### config.mk
export PLATFORM = sky130hd
export DESIGN_NAME = alu_mdu
export DESIGN_NICKNAME = d
export VERILOG_FILES = /design/src/rtl/alu_pkg.sv /design/src/rtl/mdu_core.sv /design/src/rtl/alu_mdu.sv
export SDC_FILE = /design/constraint.sdc
export NUM_CORES = 1
export LEC_CHECK = 0
export BUFFER_PORTS_ARGS = -buffer_cell sky130_fd_sc_hd__buf_2
export CORE_MARGIN = 4
export CORE_UTILIZATION = 25
export CTS_CLUSTER_DIAMETER = 50
export DETAILED_ROUTE_END_ITERATION = 10
export MAX_ROUTING_LAYER = met4
export PLACE_DENSITY = 0.41
export SLEW_MARGIN = 20
export SYNTH_ARGS = -nofsm -noshare
export SYNTH_HDL_FRONTEND = slang
export SYNTH_SLANG_ARGS = --single-unit
### constraint.sdc
create_clock -name clk -period 3.6 [get_ports clk]
set_input_delay 0.54 -clock clk [delete_from_list [all_inputs] [get_ports clk]]
set_output_delay 0.54 -clock clk [all_outputs]
set_load 0.05 [all_outputs]
### src/rtl/alu_pkg.sv
// Shared definitions for the EX-stage ALU/MDU.
//   - 4-bit ALUOp encodings (NOP..MFLO)
//   - FSM state encoding for the issue/iterate/fix sequencer
//   - small opcode classification helper
package alu_pkg;

  localparam logic [3:0] OP_NOP  = 4'h0;
  localparam logic [3:0] OP_ADD  = 4'h1;
  localparam logic [3:0] OP_SUB  = 4'h2;
  localparam logic [3:0] OP_AND  = 4'h3;
  localparam logic [3:0] OP_OR   = 4'h4;
  localparam logic [3:0] OP_XOR  = 4'h5;
  localparam logic [3:0] OP_NOR  = 4'h6;
  localparam logic [3:0] OP_SLT  = 4'h7;
  localparam logic [3:0] OP_SLL  = 4'h8;
  localparam logic [3:0] OP_SRL  = 4'h9;
  localparam logic [3:0] OP_BEQ  = 4'hA;
  localparam logic [3:0] OP_BNE  = 4'hB;
  localparam logic [3:0] OP_MULT = 4'hC;
  localparam logic [3:0] OP_DIV  = 4'hD;
  localparam logic [3:0] OP_MFHI = 4'hE;
  localparam logic [3:0] OP_MFLO = 4'hF;

  typedef enum logic [1:0] {
    ST_IDLE = 2'd0,
    ST_ITER = 2'd1,
    ST_FIX  = 2'd2
  } state_t;

  // Multi-cycle ops go through ITER/FIX; everything else completes in IDLE.
  function automatic logic is_mdu(input logic [3:0] op);
    return (op == OP_MULT) || (op == OP_DIV);
  endfunction

endpackage

### src/rtl/mdu_core.sv
// Iterative multiply/divide datapath, one bit per step.
//   clk, rst      : clock, async active-low reset
//   start         : load operand magnitudes and clear the counter
//   is_div, sign  : operation select at start (divide / signed)
//   step          : perform one iteration
//   src1, src2    : operands (sampled on start)
//   last          : current step is the final iteration
//   res_hi/res_lo : sign-corrected result, valid once all steps are done
module mdu_core #(
  parameter int bit_size = 32
) (
  input  logic                clk,
  input  logic                rst,
  input  logic                start,
  input  logic                is_div,
  input  logic                sign,
  input  logic                step,
  input  logic [bit_size-1:0] src1,
  input  logic [bit_size-1:0] src2,
  output logic                last,
  output logic [bit_size-1:0] res_hi,
  output logic [bit_size-1:0] res_lo
);

  localparam int N  = bit_size;
  localparam int CW = $clog2(N);

  // m:   multiplicand (MULT) or divisor (DIV) magnitude
  // acc: {partial product, multiplier} for MULT, {remainder, quotient} for DIV
  logic [N-1:0]   m;
  logic [2*N-1:0] acc;
  logic [CW-1:0]  cnt;
  logic           div_q, neg_a, neg_b, dz;

  logic           a_neg, b_neg;
  logic [N-1:0]   a_mag, b_mag;
  logic [N:0]     mul_sum, trial;
  logic [2*N-1:0] mul_nxt, div_nxt, prod;
  logic [N-1:0]   q, r;

  assign a_neg = sign & src1[N-1];
  assign b_neg = sign & src2[N-1];
  assign a_mag = a_neg ? -src1 : src1;
  assign b_mag = b_neg ? -src2 : src2;

  // Shift-add: add multiplicand into the upper half when the multiplier LSB is set,
  // then shift the whole thing right, carry included.
  assign mul_sum = {1'b0, acc[2*N-1:N]} + {1'b0, (acc[0] ? m : '0)};
  assign mul_nxt = {mul_sum, acc[N-1:1]};

  // Restoring divide: trial-subtract divisor from {rem, next dividend bit}.
  // A negative trial (top bit set) means keep the shifted remainder, quotient bit 0.
  assign trial   = acc[2*N-1:N-1] - {1'b0, m};
  assign div_nxt = trial[N] ? {acc[2*N-2:0], 1'b0} : {trial[N-1:0], acc[N-2:0], 1'b1};

  assign last = (cnt == CW'(N - 1));

  always_ff @(posedge clk or negedge rst) begin
    if (!rst) begin
      m     <= '0;
      acc   <= '0;
      cnt   <= '0;
      div_q <= 1'b0;
      neg_a <= 1'b0;
      neg_b <= 1'b0;
      dz    <= 1'b0;
    end else if (start) begin
      m     <= is_div ? b_mag : a_mag;
      acc   <= {{N{1'b0}}, (is_div ? a_mag : b_mag)};
      cnt   <= '0;
      div_q <= is_div;
      neg_a <= a_neg;
      neg_b <= b_neg;
      dz    <= is_div && (src2 == '0);
    end else if (step) begin
      acc <= div_q ? div_nxt : mul_nxt;
      cnt <= cnt + 1'b1;
    end
  end

  // Sign correction. With a zero divisor the remainder already holds |src1|,
  // so re-applying the dividend sign reproduces src1 exactly.
  assign prod = (neg_a ^ neg_b) ? -acc : acc;
  assign q    = acc[N-1:0];
  assign r    = acc[2*N-1:N];

  always_comb begin
    res_hi = prod[2*N-1:N];
    res_lo = prod[N-1:0];
    if (div_q) begin
      res_hi = neg_a ? -r : r;
      res_lo = dz ? '1 : ((neg_a ^ neg_b) ? -q : q);
    end
  end

endmodule

### src/rtl/alu_mdu.sv
// EX-stage ALU with iterative multiply/divide and HI/LO registers.
//   clk, rst          : clock, async active-low reset
//   in_valid/in_ready : issue handshake; ready only in IDLE
//   ALUOp, sign       : opcode and signed-variant select
//   src1, src2, shamt : operands and shift amount
//   out_valid         : one-cycle strobe qualifying ALU_result/Zero
//   ALU_result, Zero  : registered result and branch condition
//   hi, lo            : HI/LO registers (updated only when MULT/DIV finish)
//   busy              : MULT/DIV in progress
module alu_mdu
  import alu_pkg::*;
#(
  parameter int bit_size = 32
) (
  input  logic                clk,
  input  logic                rst,
  input  logic                in_valid,
  output logic                in_ready,
  input  logic [3:0]          ALUOp,
  input  logic                sign,
  input  logic [bit_size-1:0] src1,
  input  logic [bit_size-1:0] src2,
  input  logic [4:0]          shamt,
  output logic                out_valid,
  output logic [bit_size-1:0] ALU_result,
  output logic                Zero,
  output logic [bit_size-1:0] hi,
  output logic [bit_size-1:0] lo,
  output logic                busy
);

  localparam int N = bit_size;
  localparam int unsigned NU = bit_size;

  state_t       state, nstate;
  logic         accept, mdu_op, start, last;
  logic [N-1:0] core_hi, core_lo;
  logic [N-1:0] alu_res, shl, shr, sha;
  logic         alu_z, sh_big;

  assign accept = in_valid & in_ready;
  assign mdu_op = is_mdu(ALUOp);
  assign start  = accept & mdu_op;

  mdu_core #(.bit_size(N)) u_core (
    .clk    (clk),
    .rst    (rst),
    .start  (start),
    .is_div (ALUOp == OP_DIV),
    .sign   (sign),
    .step   (state == ST_ITER),
    .src1   (src1),
    .src2   (src2),
    .last   (last),
    .res_hi (core_hi),
    .res_lo (core_lo)
  );

  always_ff @(posedge clk or negedge rst) begin
    if (!rst) state <= ST_IDLE;
    else      state <= nstate;
  end

  always_comb begin
    nstate = state;
    case (state)
      ST_IDLE: if (start) nstate = ST_ITER;
      ST_ITER: if (last)  nstate = ST_FIX;
      ST_FIX:             nstate = ST_IDLE;
      default:            nstate = ST_IDLE;
    endcase
  end

  always_comb begin
    in_ready = (state == ST_IDLE);
    busy     = (state != ST_IDLE);
  end

  // Explicit saturation keeps wide shamt well defined for narrow datapaths.
  assign sh_big = 32'(shamt) >= NU;
  assign shl    = sh_big ? '0 : (src2 << shamt);
  assign shr    = sh_big ? '0 : (src2 >> shamt);
  assign sha    = sh_big ? {N{src2[N-1]}} : N'($signed(src2) >>> shamt);

  always_comb begin
    alu_res = '0;
    alu_z   = 1'b0;
    case (ALUOp)
      OP_ADD:  alu_res = src1 + src2;
      OP_SUB:  alu_res = src1 - src2;
      OP_AND:  alu_res = src1 & src2;
      OP_OR:   alu_res = src1 | src2;
      OP_XOR:  alu_res = src1 ^ src2;
      OP_NOR:  alu_res = ~(src1 | src2);
      OP_SLT:  alu_res[0] = sign ? ($signed(src1) < $signed(src2)) : (src1 < src2);
      OP_SLL:  alu_res = shl;
      OP_SRL:  alu_res = sign ? sha : shr;
      OP_BEQ:  alu_z = (src1 == src2);
      OP_BNE:  alu_z = (src1 != src2);
      OP_MFHI: alu_res = hi;
      OP_MFLO: alu_res = lo;
      default: alu_res = '0;
    endcase
  end

  always_ff @(posedge clk or negedge rst) begin
    if (!rst) begin
      out_valid  <= 1'b0;
      ALU_result <= '0;
      Zero       <= 1'b0;
      hi         <= '0;
      lo         <= '0;
    end else begin
      out_valid <= 1'b0;
      if (state == ST_FIX) begin
        out_valid  <= 1'b1;
        hi         <= core_hi;
        lo         <= core_lo;
        ALU_result <= core_lo;
        Zero       <= 1'b0;
      end else if (accept && !mdu_op) begin
        out_valid  <= 1'b1;
        ALU_result <= alu_res;
        Zero       <= alu_z;
      end
    end
  end

endmodule

# Word level (Yosys, flattened, before mapping)
# Index checks and enable logic that the tools add are counted.
dict set report totals {
  reg_bits 205
  latchBits 0
  ramBits 0
  romBits 0
  in_bits 77
  output_inout_bits 100
  elab_cells 100
  mem_count 0
}
dict set report classes {
  add_sub_neg 10
  n_mul 0
  div_mod_pow 0
  order_cmp 2
  n_eq_ne 22
  shifts 3
  mux 31
  n_bitwise 9
  reduce_logical 10
}
# cell n
set ops {}
lappend ops {{32-bit 2-to-1 mux} 13}
lappend ops {{64-bit 2-to-1 mux} 5}
lappend ops {{31-bit case mux with 10 select lines} 1}
lappend ops {{32-bit negation} 4}
lappend ops {{32-bit less-than comparator} 2}
lappend ops {{64-bit negation} 1}
lappend ops {{32-bit by 32-bit adder with 33-bit output} 1}
lappend ops {{33-bit by 32-bit subtractor with 33-bit output} 1}
lappend ops {{32-bit adder} 1}
lappend ops {{32-bit AND} 1}
lappend ops {{32-bit == test} 1}
lappend ops {{4-bit == test (second input constant)} 8}
lappend ops {{32-bit logical NOT} 1}
lappend ops {{32-bit inequality test} 1}
lappend ops {{32-bit NOT} 1}
lappend ops {{32-bit OR} 1}
lappend ops {{32-bit by 5-bit << shifter with 32-bit output} 1}
lappend ops {{32-bit by 5-bit right shift with 32-bit output} 1}
lappend ops {{32-bit by 5-bit >>> shifter with 32-bit output} 1}
lappend ops {{32-bit subtractor} 1}
lappend ops {{32-bit XOR} 1}
lappend ops {{4-bit by 3-bit == test with 1-bit output (second input constant)} 4}
lappend ops {{1-bit case mux with 11 select lines} 1}
lappend ops {{5-bit 2-to-1 mux} 2}
lappend ops {{other kinds (20)} 32}

# Depth between registers and ports, before layout
dict set report depth {
  word_depth 6
  mapped_depth 16
}

# Hierarchy
# A second synthesis with hierarchy kept.
dict set report unflattened {
  hier_cells 3359
  area_unflattened_um2 25986.2
}
# mod n_inst cells_per_inst area_per_inst_um2 seq_area_each_um2
set modules_own_cells {}
lappend modules_own_cells {alu_mdu 1 1665 13629.3 2502.4}
lappend modules_own_cells {mdu_core 1 1694 12356.9 2627.5}

# Worst setup path after synthesis
# Ideal clock, no wire load.
dict set report synth_path {
  path_kind {register -> register}
  start {register u_core.acc[0]}
  end {register u_core.acc[62]}
  arrival_ns 3.333
  t_required_ns 3.459
  path_slack_ns 0.127
  stages_incl_launch_ff 15
  n_path_buf 1
  path_cell_list {dfrtp_1 > inv_1 > clkbuf_1 > nor2_1 > ha_1 > a211o_1 > a211oi_2 > o211ai_1 > a31oi_2 > nor2_1 > o31a_1 > or4_1 > a31oi_1 > xor2_1 > o221ai_1}
}
dict set report synth_between {
  elab_chain_len 5
}
# element line_no
set synth_rtl {}
lappend synth_rtl {{start: declaration} mdu_core.sv:31} ;# logic [2*N-1:0] acc;
lappend synth_rtl {{start signal: assignment} mdu_core.sv:69} ;# acc <= {{N{1'b0}}, (is_div ? a_mag : b_mag)};
lappend synth_rtl {{start signal: assignment} mdu_core.sv:76} ;# acc <= div_q ? div_nxt : mul_nxt;
lappend synth_rtl {{32-bit 2-to-1 mux} mdu_core.sv:48} ;# assign mul_sum = {1'b0, acc[2*N-1:N]} + {1'b0, (acc[0] ? m : '0)};
lappend synth_rtl {{32-bit by 32-bit adder with 33-bit output} mdu_core.sv:48}
lappend synth_rtl {{64-bit 2-to-1 mux} mdu_core.sv:76}
lappend synth_rtl {{64-bit 2-to-1 mux} mdu_core.sv:75} ;# end else if (step) begin
lappend synth_rtl {{64-bit 2-to-1 mux} mdu_core.sv:67} ;# end else if (start) begin
# Every way passes these cells. The select of a mux whose other input is x is not followed.
# A chain may end at the register's enable or synchronous reset.

# Final worst setup path
# Same ends and word-level chain as after synthesis.

==> flow_metrics.env <==
export IMPL_clk_pin_slew_ps=60
export IMPL_grt_pass1_wl_um=207000
export IMPL_worst_path_stages=16
export IMPL_vias=28500
export IMPL_ys_seq_area_frac=0.206
export IMPL_synth_top_area_share=0.206
export IMPL_wl_per_cell_um=29.4
export IMPL_synthTopCellsByArea="dfrtp_1, ha_1, o21ai_0, a21oi_1, mux4_2"
export IMPL_start_util=0.252
export IMPL_grt_max_degree=82
export IMPL_postLayoutCoreUtil=0.323
export IMPL_final_max_slew_violation_count=0
export IMPL_p_leak_nw=14.0
export IMPL_timing_fmax_ghz=0.281
export IMPL_via_per_inst=5.67
export IMPL_min_delay_path_depth=3
export IMPL_drt_total_wl_um=148000
export IMPL_finalHoldViolations=0
export IMPL_relSlewSlack=0.468
export IMPL_tightest_slew_ps=798
export IMPL_fin_cells=5029
export IMPL_synth_area_um2=24900
export IMPL_ys_seq_elements=205
export IMPL_worst_hold_path_type="primary input to register"
export IMPL_die_x_um=324
export IMPL_drcViolationCount=0
export IMPL_clockRootBuffer="clkbuf_16"
export IMPL_syn_inst=3230
export IMPL_crit_arrival_ps=3980
export IMPL_antenna_found_initial=20
export IMPL_cts_tree="yes"
export IMPL_nFillCells=10700
export IMPL_core_area_um2=98700
export IMPL_synth_edf_count=0
export IMPL_cts_sinks=205
export IMPL_postSynthAreaPerCell_um2=7.71
export IMPL_fin_crit_sh=0.988
export IMPL_fin_hold_ws_ps=257
export IMPL_yosys_warnings=0
export IMPL_synthesis_nets=3477
export IMPL_clock_path_buffers=3
export IMPL_drtIter0Drc=2965
export IMPL_cts_buffers=31
export IMPL_cp_end_kind="register"
export IMPL_ant_nets=0
export IMPL_finClkSkew_ps=44.5
export IMPL_path_class="register to register"
export IMPL_dpl_hpwl_um=122000
export IMPL_crit_buf_inv=4
export IMPL_cpMaxStageDelayCell="or4_1"
export IMPL_status="finished, final reports clean"
export IMPL_rsz0062_at_grt="yes"
export IMPL_fin_crit_ps=3560
export IMPL_powerDensity_nw_per_um2=713
export IMPL_globalRouteTotalUtil=0.281
export IMPL_cp_max_fo=7
export IMPL_setup_viol=0
export IMPL_maxCapViolCount=0
export IMPL_row_count=115
export IMPL_die_h_um=324
export IMPL_async_flop_share=1.00
export IMPL_htreeDepth=1
export IMPL_reg2regPathDepth=16
export IMPL_yosysTopAreaCell="dfrtp_1"
export IMPL_gr_total_overflow=0
export IMPL_fin_tns_setup_ps=0
export IMPL_synth_cell_types=97
export IMPL_area_growth_pct=27.8
export IMPL_die_area_um2=105000
export IMPL_setup_worst_path_start_class="register"
export IMPL_place_congestion=1.04
export IMPL_path_cells="inv_2, buf_12, nor2_1, ha_1, a211o_1, a211oi_2, buf_4, o211ai_1, a31oi_2, buf_4, nor2_1, o31a_1, or4_1, a31oi_1, xor2_1, o221ai_1"
export IMPL_nNetsFinal=3955
export IMPL_clock_latency_ps=620
export IMPL_cp_top_family="compound AO/OA/AOI/OAI gates"
export IMPL_required_ps=4020
export IMPL_irDropWorstVdd_mv=0.468
export IMPL_dp_cells=4952
export IMPL_io_buffers=176
export IMPL_synth_flop_cell="dfrtp_1"
export IMPL_dr_pass1_iters=6
export IMPL_grt_pass1_vias=26700
export IMPL_drive_above_1_share=0.247
export IMPL_critPathMaxStageDelay_ps=410
export IMPL_ios=177
-- metal layers --
| layer | wire, um | global-route usage | part of all wire |
|---|---|---|---|
| met3 | 11400 | 0.0453 | 0.077 |
| met4 | 10300 | 0.156 | 0.069 |
| met2 | 63100 | 0.411 | 0.43 |
| met5 | 0 | - | 0 |
| met1 | 63300 | 0.369 | 0.43 |
-- tightest hold or removal path, delay by kind of cell --
kind / cells / cell delay, ps
and+or+nand+nor: 1 / 80
AOI/OAI and AO/OA: 1 / 80
buffers and inverters: 1 / 130
-- final timing paths --
| path | start | to | slack [ps] |
|---|---|---|---|
| worst min-delay path | in_valid | Zero$_DFFE_PN0P_ | 260 |
| worst max register to register | u_core.acc[0]$_DFFE_PN0P_ | u_core.acc[62]$_DFFE_PN0P_ | 40 |
| max in group asynchronous | rst | u_core.acc[38]$_DFFE_PN0P_ | 2140 |
| worst min register to register | u_core.m[13]$_DFFE_PN0P_ | u_core.m[13]$_DFFE_PN0P_ | 490 |
| worst max-delay path | u_core.acc[0]$_DFFE_PN0P_ | u_core.acc[62]$_DFFE_PN0P_ | 40 |
| min in group asynchronous | rst | out_valid$_DFF_PN0_ | 530 |
-- power breakdown --
part	switching, mW	internal [mW]	total, mW
Combinational	9.36	5.85	15.2
Sequential	1.16	3.09	4.25
Clock	1.38	1.86	3.24
-- placed cells by master, fill, tap and decap left out, types with 16 or more instances in the layout --
master     instances
a31oi_1           32
buf_2            171
nand2b_1          27
ha_1             164
a211oi_1          29
clkbuf_16         31
a21oi_1          289
nor3_1            62
o211ai_1          35
o21a_1            26
o21ai_1           20
buf_12            18
a21o_1            81
xnor2_1          132
nor2_1           260
nor4_1            19
nor2b_1           18
o221ai_1          50
o21bai_1          18
nand2_1          302
dfrtp_1          204
a22oi_1           72
mux2_2            19
mux4_2            59
mux2i_1          105
buf_4            512
o21ai_0          301
nand4_1           22
o31ai_1           31
nand3_1           93
a221oi_1          24
xor2_1            50
and3_1            18
a221o_1           26
or3_1             16
inv_1            148
-- stage by stage --
step / power (mW) / setup WS [ps] / instance area, um^2
after floorplan: 12.9 / 127 / 24900
after global placement: 19.0 / -179 / 30600
after detailed placement: 18.9 / -241 / 30600
after CTS: 22.3 / 3.19 / 31700
after global routing: 24.1 / -153 / 31800
final: 22.7 / 42.5 / 31800
-- registers in the layout, indices dropped and copies added (netlist names) --
register,count
u_core.neg_b,1
Zero,1
u_core.dz,1
u_core.div_q,1
state,2
out_valid,1
u_core.cnt,5
u_core.m,32
u_core.acc,64
ALU_result,32
hi,32
u_core.neg_a,1
lo,32
-- Yosys cell counts, drive strengths merged, types with 29 or more instances --
| cell type | number |
|---|---|
| o31ai | 33 |
| mux4 | 59 |
| a22oi | 72 |
| inv | 151 |
| nor3 | 73 |
| a21o | 81 |
| o211ai | 38 |
| xor2 | 50 |
| o21ai | 322 |
| clkbuf | 193 |
| nand3 | 94 |
| nor2 | 266 |
| dfrtp | 205 |
| ha | 166 |
| xnor2 | 133 |
| a211oi | 34 |
| nand2 | 302 |
| o221ai | 50 |
| nand2b | 29 |
| mux2i | 105 |
| buf | 65 |
| a31oi | 35 |
| a21oi | 293 |
-- cell type report --
class / count / area (um^2) / area share
multi-input cells: 2616 / 18400 / 0.577
clock buffers: 34 / 797 / 0.0250
flip-flops and latches: 205 / 5130 / 0.161
well taps: 1287 / 1610 / 0.0506
diodes: 9 / 22.5 / 0.000707
clock inverters: 24 / 268 / 0.00841
inverters: 151 / 567 / 0.0178
repair buffers: 703 / 5080 / 0.160
-- kinds of logic after synthesis --
kind of cell | share of synthesized area
AOI/OAI and AO/OA | 0.302
muxes | 0.105
adders and majority gates | 0.0866
xor gates and xnor gates | 0.0643
DFF | 0.206
buffers and inverters | 0.0644
and+or+nand+nor | 0.173
-- what timing repair did --
item | 4_1_cts | 5_1_grt
gates resized for setup | 7 | 14
buffers inserted | 3 | 6
hold endpoints to repair | 75 | 0
setup endpoints to repair | 5 | 13
hold buffers | 1 | 0
pin swaps | 12 | 16
No activity file was read; power rests on OpenSTA's default activity.
